File: src/rtl/iob_ptfloat_mul.sv
// Iterative pt-float multiplier: radix-2 Booth, one multiplier bit per enabled cycle,
// followed by a one-cycle normalise/range-check stage. Operands and result are unpacked.
module iob_ptfloat_mul #(
  parameter int EXP_W = 9,
  parameter int MAN_W = 29
) (
  input  logic             clk_i,
  input  logic             arst_i,
  input  logic             cke_i,
  input  logic             start_i,
  output logic             busy_o,
  output logic             done_o,
  input  logic [EXP_W-1:0] exp_a_i,
  input  logic [MAN_W-1:0] man_a_i,
  input  logic [EXP_W-1:0] exp_b_i,
  input  logic [MAN_W-1:0] man_b_i,
  output logic [EXP_W-1:0] exp_o,
  output logic [MAN_W-1:0] man_o,
  output logic             ovf_o,
  output logic             unf_o
);

  localparam int CNT_W = $clog2(MAN_W) + 1;
  localparam int PW    = 2 * MAN_W;
  localparam int EW    = EXP_W + 2;
  localparam logic signed [EW-1:0] E_MAX = EW'(2**(EXP_W-1) - 1);
  localparam logic signed [EW-1:0] E_MIN = ~E_MAX;

  typedef enum logic [1:0] {IDLE, MUL, NORM, DONE} state_t;

  state_t                   state_q, state_d;
  logic [CNT_W-1:0]         cnt_q;
  logic signed [MAN_W-1:0]  man_a_q;
  logic [MAN_W-1:0]         mq_q;
  logic                     q1_q;
  logic signed [MAN_W:0]    acc_q;
  logic signed [EXP_W-1:0]  exp_a_q, exp_b_q;
  logic signed [EW-1:0]     e_q;

  logic signed [MAN_W:0]    a_ext, sum;
  logic [PW-1:0]            p;
  logic signed [EW-1:0]     e_n;
  logic [MAN_W-1:0]         m_n;
  logic [EXP_W-1:0]         res_exp;
  logic [MAN_W-1:0]         res_man;
  logic                     res_ovf, res_unf;

  // FSM: state register
  always_ff @(posedge clk_i or negedge arst_i)
    if (!arst_i)    state_q <= IDLE;
    else if (cke_i) state_q <= state_d;

  // FSM: next state
  always_comb begin
    state_d = state_q;
    case (state_q)
      IDLE: if (start_i) state_d = MUL;
      MUL:  if (cnt_q == CNT_W'(MAN_W - 1)) state_d = NORM;
      NORM: state_d = DONE;
      DONE: state_d = IDLE;
      default: state_d = IDLE;
    endcase
  end

  // FSM: outputs
  always_comb begin
    busy_o = (state_q == MUL) || (state_q == NORM);
    done_o = (state_q == DONE);
  end

  // Booth step on the current multiplier LSB pair; acc is one bit wider than the
  // multiplicand so subtracting the most negative mantissa cannot wrap.
  always_comb begin
    a_ext = {man_a_q[MAN_W-1], man_a_q};
    case ({mq_q[0], q1_q})
      2'b01:   sum = acc_q + a_ext;
      2'b10:   sum = acc_q - a_ext;
      default: sum = acc_q;
    endcase
  end

  always_ff @(posedge clk_i or negedge arst_i)
    if (!arst_i) begin
      cnt_q   <= '0;
      man_a_q <= '0;
      mq_q    <= '0;
      q1_q    <= 1'b0;
      acc_q   <= '0;
      exp_a_q <= '0;
      exp_b_q <= '0;
      e_q     <= '0;
    end else if (cke_i) begin
      case (state_q)
        IDLE: if (start_i) begin
          cnt_q   <= '0;
          man_a_q <= man_a_i;
          mq_q    <= man_b_i;
          q1_q    <= 1'b0;
          acc_q   <= '0;
          exp_a_q <= exp_a_i;
          exp_b_q <= exp_b_i;
        end
        MUL: begin
          cnt_q <= cnt_q + CNT_W'(1);
          acc_q <= {sum[MAN_W], sum[MAN_W:1]};
          mq_q  <= {sum[0], mq_q[MAN_W-1:1]};
          q1_q  <= mq_q[0];
          e_q   <= EW'(exp_a_q) + EW'(exp_b_q);
        end
        default: ;
      endcase
    end

  // Product is Q4 with MSB weight -8; it always fits in PW bits, so acc's top bit is redundant.
  assign p = {acc_q[MAN_W-1:0], mq_q};

  always_comb begin
    m_n = p[PW-3:MAN_W-2];
    e_n = e_q;
    if (p[PW-1:PW-3] == 3'b000 || p[PW-1:PW-3] == 3'b111) begin
      m_n = p[PW-3:MAN_W-2];
      e_n = e_q;
    end else if (p[PW-1] == p[PW-2]) begin
      m_n = p[PW-2:MAN_W-1];
      e_n = e_q + EW'(1);
    end else begin
      // only reachable from -2.0 * -2.0 = 4.0
      m_n = p[PW-1:MAN_W];
      e_n = e_q + EW'(2);
    end
  end

  always_comb begin
    res_exp = e_n[EXP_W-1:0];
    res_man = m_n;
    res_ovf = 1'b0;
    res_unf = 1'b0;
    if (p == '0) begin
      res_exp = '0;
      res_man = '0;
    end else if (e_n > E_MAX) begin
      res_exp = E_MAX[EXP_W-1:0];
      res_man = p[PW-1] ? {1'b1, {(MAN_W-1){1'b0}}} : {1'b0, {(MAN_W-1){1'b1}}};
      res_ovf = 1'b1;
    end else if (e_n < E_MIN) begin
      res_exp = '0;
      res_man = '0;
      res_unf = 1'b1;
    end
  end

  // Results land at the NORM->DONE edge and hold until the next DONE.
  always_ff @(posedge clk_i or negedge arst_i)
    if (!arst_i) begin
      exp_o <= '0;
      man_o <= '0;
      ovf_o <= 1'b0;
      unf_o <= 1'b0;
    end else if (cke_i && state_q == NORM) begin
      exp_o <= res_exp;
      man_o <= res_man;
      ovf_o <= res_ovf;
      unf_o <= res_unf;
    end

endmodule

File: config.mk
export PLATFORM = sky130hd
export DESIGN_NAME = iob_ptfloat_mul
export DESIGN_NICKNAME = d
export VERILOG_FILES = /design/src/rtl/iob_ptfloat_mul.sv
export SDC_FILE = /design/constraint.sdc
export NUM_CORES = 1
export LEC_CHECK = 0
export ABC_AREA = 1
export BUFFER_PORTS_ARGS = -buffer_cell sky130_fd_sc_hd__buf_2
export CORE_MARGIN = 3
export CORE_UTILIZATION = 60
export CTS_BUF_LIST = sky130_fd_sc_hd__clkbuf_16
export DETAILED_ROUTE_END_ITERATION = 7
export PLACE_DENSITY = 0.81
export SYNTH_ARGS = -nofsm -noshare
export SYNTH_HDL_FRONTEND = slang
export SYNTH_SLANG_ARGS = --single-unit
File: constraint.sdc
create_clock -name clk_i -period 3.8 [get_ports clk_i]
set_input_delay 0.19 -clock clk_i [delete_from_list [all_inputs] [get_ports clk_i]]
set_output_delay 0.19 -clock clk_i [all_outputs]
set_load 0.02 [all_outputs]
==> run summary <==
Final slew viol count = 0
1st-pass router iterations = 6
Slew of the pin with the lowest slew margin = 0.9735 ns
Period utilisation layout = 0.9071
Final Setup Violations = 0
Mux share of post-synthesis cell area = 0
Core Footprint = 0.01914 sq mm
Fin cells = 2229
Nets@finish = 2089
WL per Instance = 15.41 microns
Syn Std Cell Area = 0.01195 sq mm
Final Critical Period = 3.447 ns
RePlAce Congestion = 1.006
Worst Min Path Start = man_b_i[8]
Global-route wire length before repair = 55890 microns
Clock buffer depth = 2
Leakage = 7.545 nW
Chip Width = 147.1 microns
Input/output buffers = 121
Antenna violations before repair = 0
CTS root buf = clkbuf_16
Worst-path fanout max = 5
Mean Syn Cell Area = 6.618 sq um
Routed WL = 34350 microns
Yosys reg bits = 164
Pwr per Cell Area = 1033 mW/mm^2
Most frequent cells in the layout = 625 x nand2_1, 275 x inv_1, 164 x dfrtp_1
Post-synthesis sequential area ratio = 0.3434
Setup crit end kind = flop
RSZ-0062 raised after global routing = true
Filler Cells Inserted = 1594
Critical Path Source Type = flop
Critical path arrival = 3.75 ns
Vias in the first global route = 11115
Clock tree from TritonCTS = yes
Largest net degree at the start of global routing = 104
Commonest non-fill, non-tap cell in the layout = nand2_1
Final antenna-violating net count = 0
Yosys cell types = 44
Gr usage total = 0.3176
Initial core utilization = 0.6243
Crit path kind = reg2reg
Pwr Total = 0.01444 W
Status = finished clean
Top-area cell type share of the netlist area = 0.3434
Adder-cell share of the synthesized area = 0.05674
Area growth, synth to finish = 16.95%
Worst Skew = 0.01568 ns
Largest family of logic cells by synthesized area = simple AND/OR/NAND/NOR gates
Cell taking the most area after synthesis = dfrtp_1
Synth Instances = 1806
Synth Warn # = 0
Final hold violation count = 0
Die area = 0.02165 sq mm
Post-DP HPWL = 25020 microns
Worst-case vdd ir drop = 0.6166 mV
Post-synthesis simple-gate area fraction = 0.3272
Rows = 50
Syn Nets = 1939
Critical path required time = 4.11 ns
Synth area leaders = dfrtp_1 34%, nand2_1 20%, inv_1 8.6%
Vias per cell = 5.432
Synth Area in Compound Gates = 0.1290
Sink Count = 164
CP Launch Point = man_a_q[1]$_DFFE_PN0P_
Worst-path clk slew = 0.07 ns
FFs w/ async S/R, synth = 1.000
Die height = 147.1 microns
Slew HR = 0.3510
CTS H-tree depth = 4
Post-Synth XOR/XNOR Area = 0.02785
Placed insts = 2138
CTS Buf Count = 17
Routed via count = 12108
GR Overflow Total = 0
Detailed router's first-iteration violation count = 1099
FMAX = 290.1 MHz
EDFF count, synth = 0
Post-route DRC = 0
Layout cells sized above 1 = 0.1098
Top FF cell, synth = dfrtp_1
Max_cap viols = 0
Worst skew pair latency = 0.44 ns
Worst hold path class = in2reg
Worst reg2reg path startpoint = man_a_q[1]$_DFFE_PN0P_
I/O Pins = 122
==> per-layer routing <==
metal	GRT usage	vias up	part of all wire
met5	0	-	0
li1	-	6025	-
met1	0.4529	5520	0.44
met2	0.5062	500	0.45
met3	0.04750	63	0.078
met4	0.09226	0	0.026
==> metrics by stage <==
stage | hold WS, ns | utilization | cell area (sq um) | setup slack (ns) | setup TNS, ns
after detailed placement | 0.3622 | 0.6647 | 12720 | 0.3514 | 0
final | 0.01077 | 0.7301 | 13980 | 0.3531 | 0
after CTS | 0.004193 | 0.7287 | 13950 | 0.3208 | 0
after floorplan | -0.1056 | - | 11950 | 1.016 | 0
after global routing | 0.006506 | 0.7300 | 13970 | -0.01885 | -0.01885
after global placement | 0.3572 | 0.6647 | 12720 | 0.4973 | 0
==> power by group <==
group,total [W],internal (W),switching (W)
Combinational,0.00931,0.00304,0.00626
Clock,0.00193,0.00112,0.000804
Sequential,0.00320,0.00255,0.000654
==> path summary, 6_finish.rpt <==
path                                           end  slack, ns  cells after the start
max                          acc_q[21]$_DFFE_PN0P_       0.35                     21
min                            mq_q[8]$_DFFE_PN0P_       0.01                      3
max reg2reg                  acc_q[21]$_DFFE_PN0P_       0.35                     21
min reg2reg                   man_o[4]$_DFFE_PN0P_       0.48                      2
max in group asynchronous  man_a_q[12]$_DFFE_PN0P_       2.51                      3
min in group asynchronous     mq_q[19]$_DFFE_PN0P_       0.42                      2
==> layout make-up <==
cell class	instances	area, sq um	share of cell area
inverters	283	1067	0.07636
flip-flops and latches	164	4104	0.2936
clock buffers	17	425.4	0.03044
multi-input cells	1292	6486	0.4641
repair buffers	198	1348	0.09641
clock inverters	14	219.0	0.01567
diodes	1	2.502	0.0001790
well taps	260	325.3	0.02327
==> worst max-delay path, stage by stage, from the launching register on <==
cell	delay [ns]
dfrtp_1	0.37
inv_1	0.11
ha_2	0.23
nand3_1	0.13
inv_1	0.13
nand3_1	0.12
nand2_1	0.13
nand2_1	0.10
inv_1	0.09
o211ai_1	0.15
o21ai_0	0.20
nand2_1	0.11
ha_2	0.40
nand2_1	0.11
nor2_1	0.17
nand2_1	0.10
nor2_1	0.11
nand2_1	0.10
nand4_1	0.10
nand3_1	0.16
nand2_1	0.11
o21ai_0	0.08
==> registers in the layout, indices dropped and copies added (netlist names) <==
| register | cells |
|---|---|
| e_q | 10 |
| exp_a_q | 9 |
| cnt_q | 6 |
| man_a_q | 29 |
| q1_q | 1 |
| state_q | 2 |
| acc_q | 29 |
| mq_q | 29 |
| ovf_o | 1 |
| exp_b_q | 9 |
| exp_o | 9 |
| man_o | 29 |
| unf_o | 1 |
==> repair_timing <==
| item | 4_1_cts | 5_1_grt |
|---|---|---|
| endpoints found under the hold margin | 159 | 0 |
| gates resized for setup | 0 | 5 |
| setup buffers | 0 | 1 |
| setup endpoints to repair | 0 | 3 |
| hold buffers | 58 | 0 |
==> synth_stat cells (6+ instances only) <==
cell / number
a21oi_1: 58
nand2_1: 625
nand3_1: 114
xnor2_1: 8
nor2_1: 102
o21ai_1: 9
o211ai_1: 61
nand2_2: 15
buf_2: 14
dfrtp_1: 164
nand4_1: 33
o21ai_0: 134
inv_1: 275
nor3_1: 11
nand3b_1: 6
xor2_1: 30
ha_1: 51
clkbuf_1: 44
==> logic make-up after synthesis <==
group	count (synthesis)
adder cells (fa/ha/maj)	53
AO/OA/AOI/OAI	273
XOR/XNOR	38
buffers and inverters	350
flip-flops	164
AND/OR/NAND/NOR	928
No activity file was read; power rests on OpenSTA's default activity.
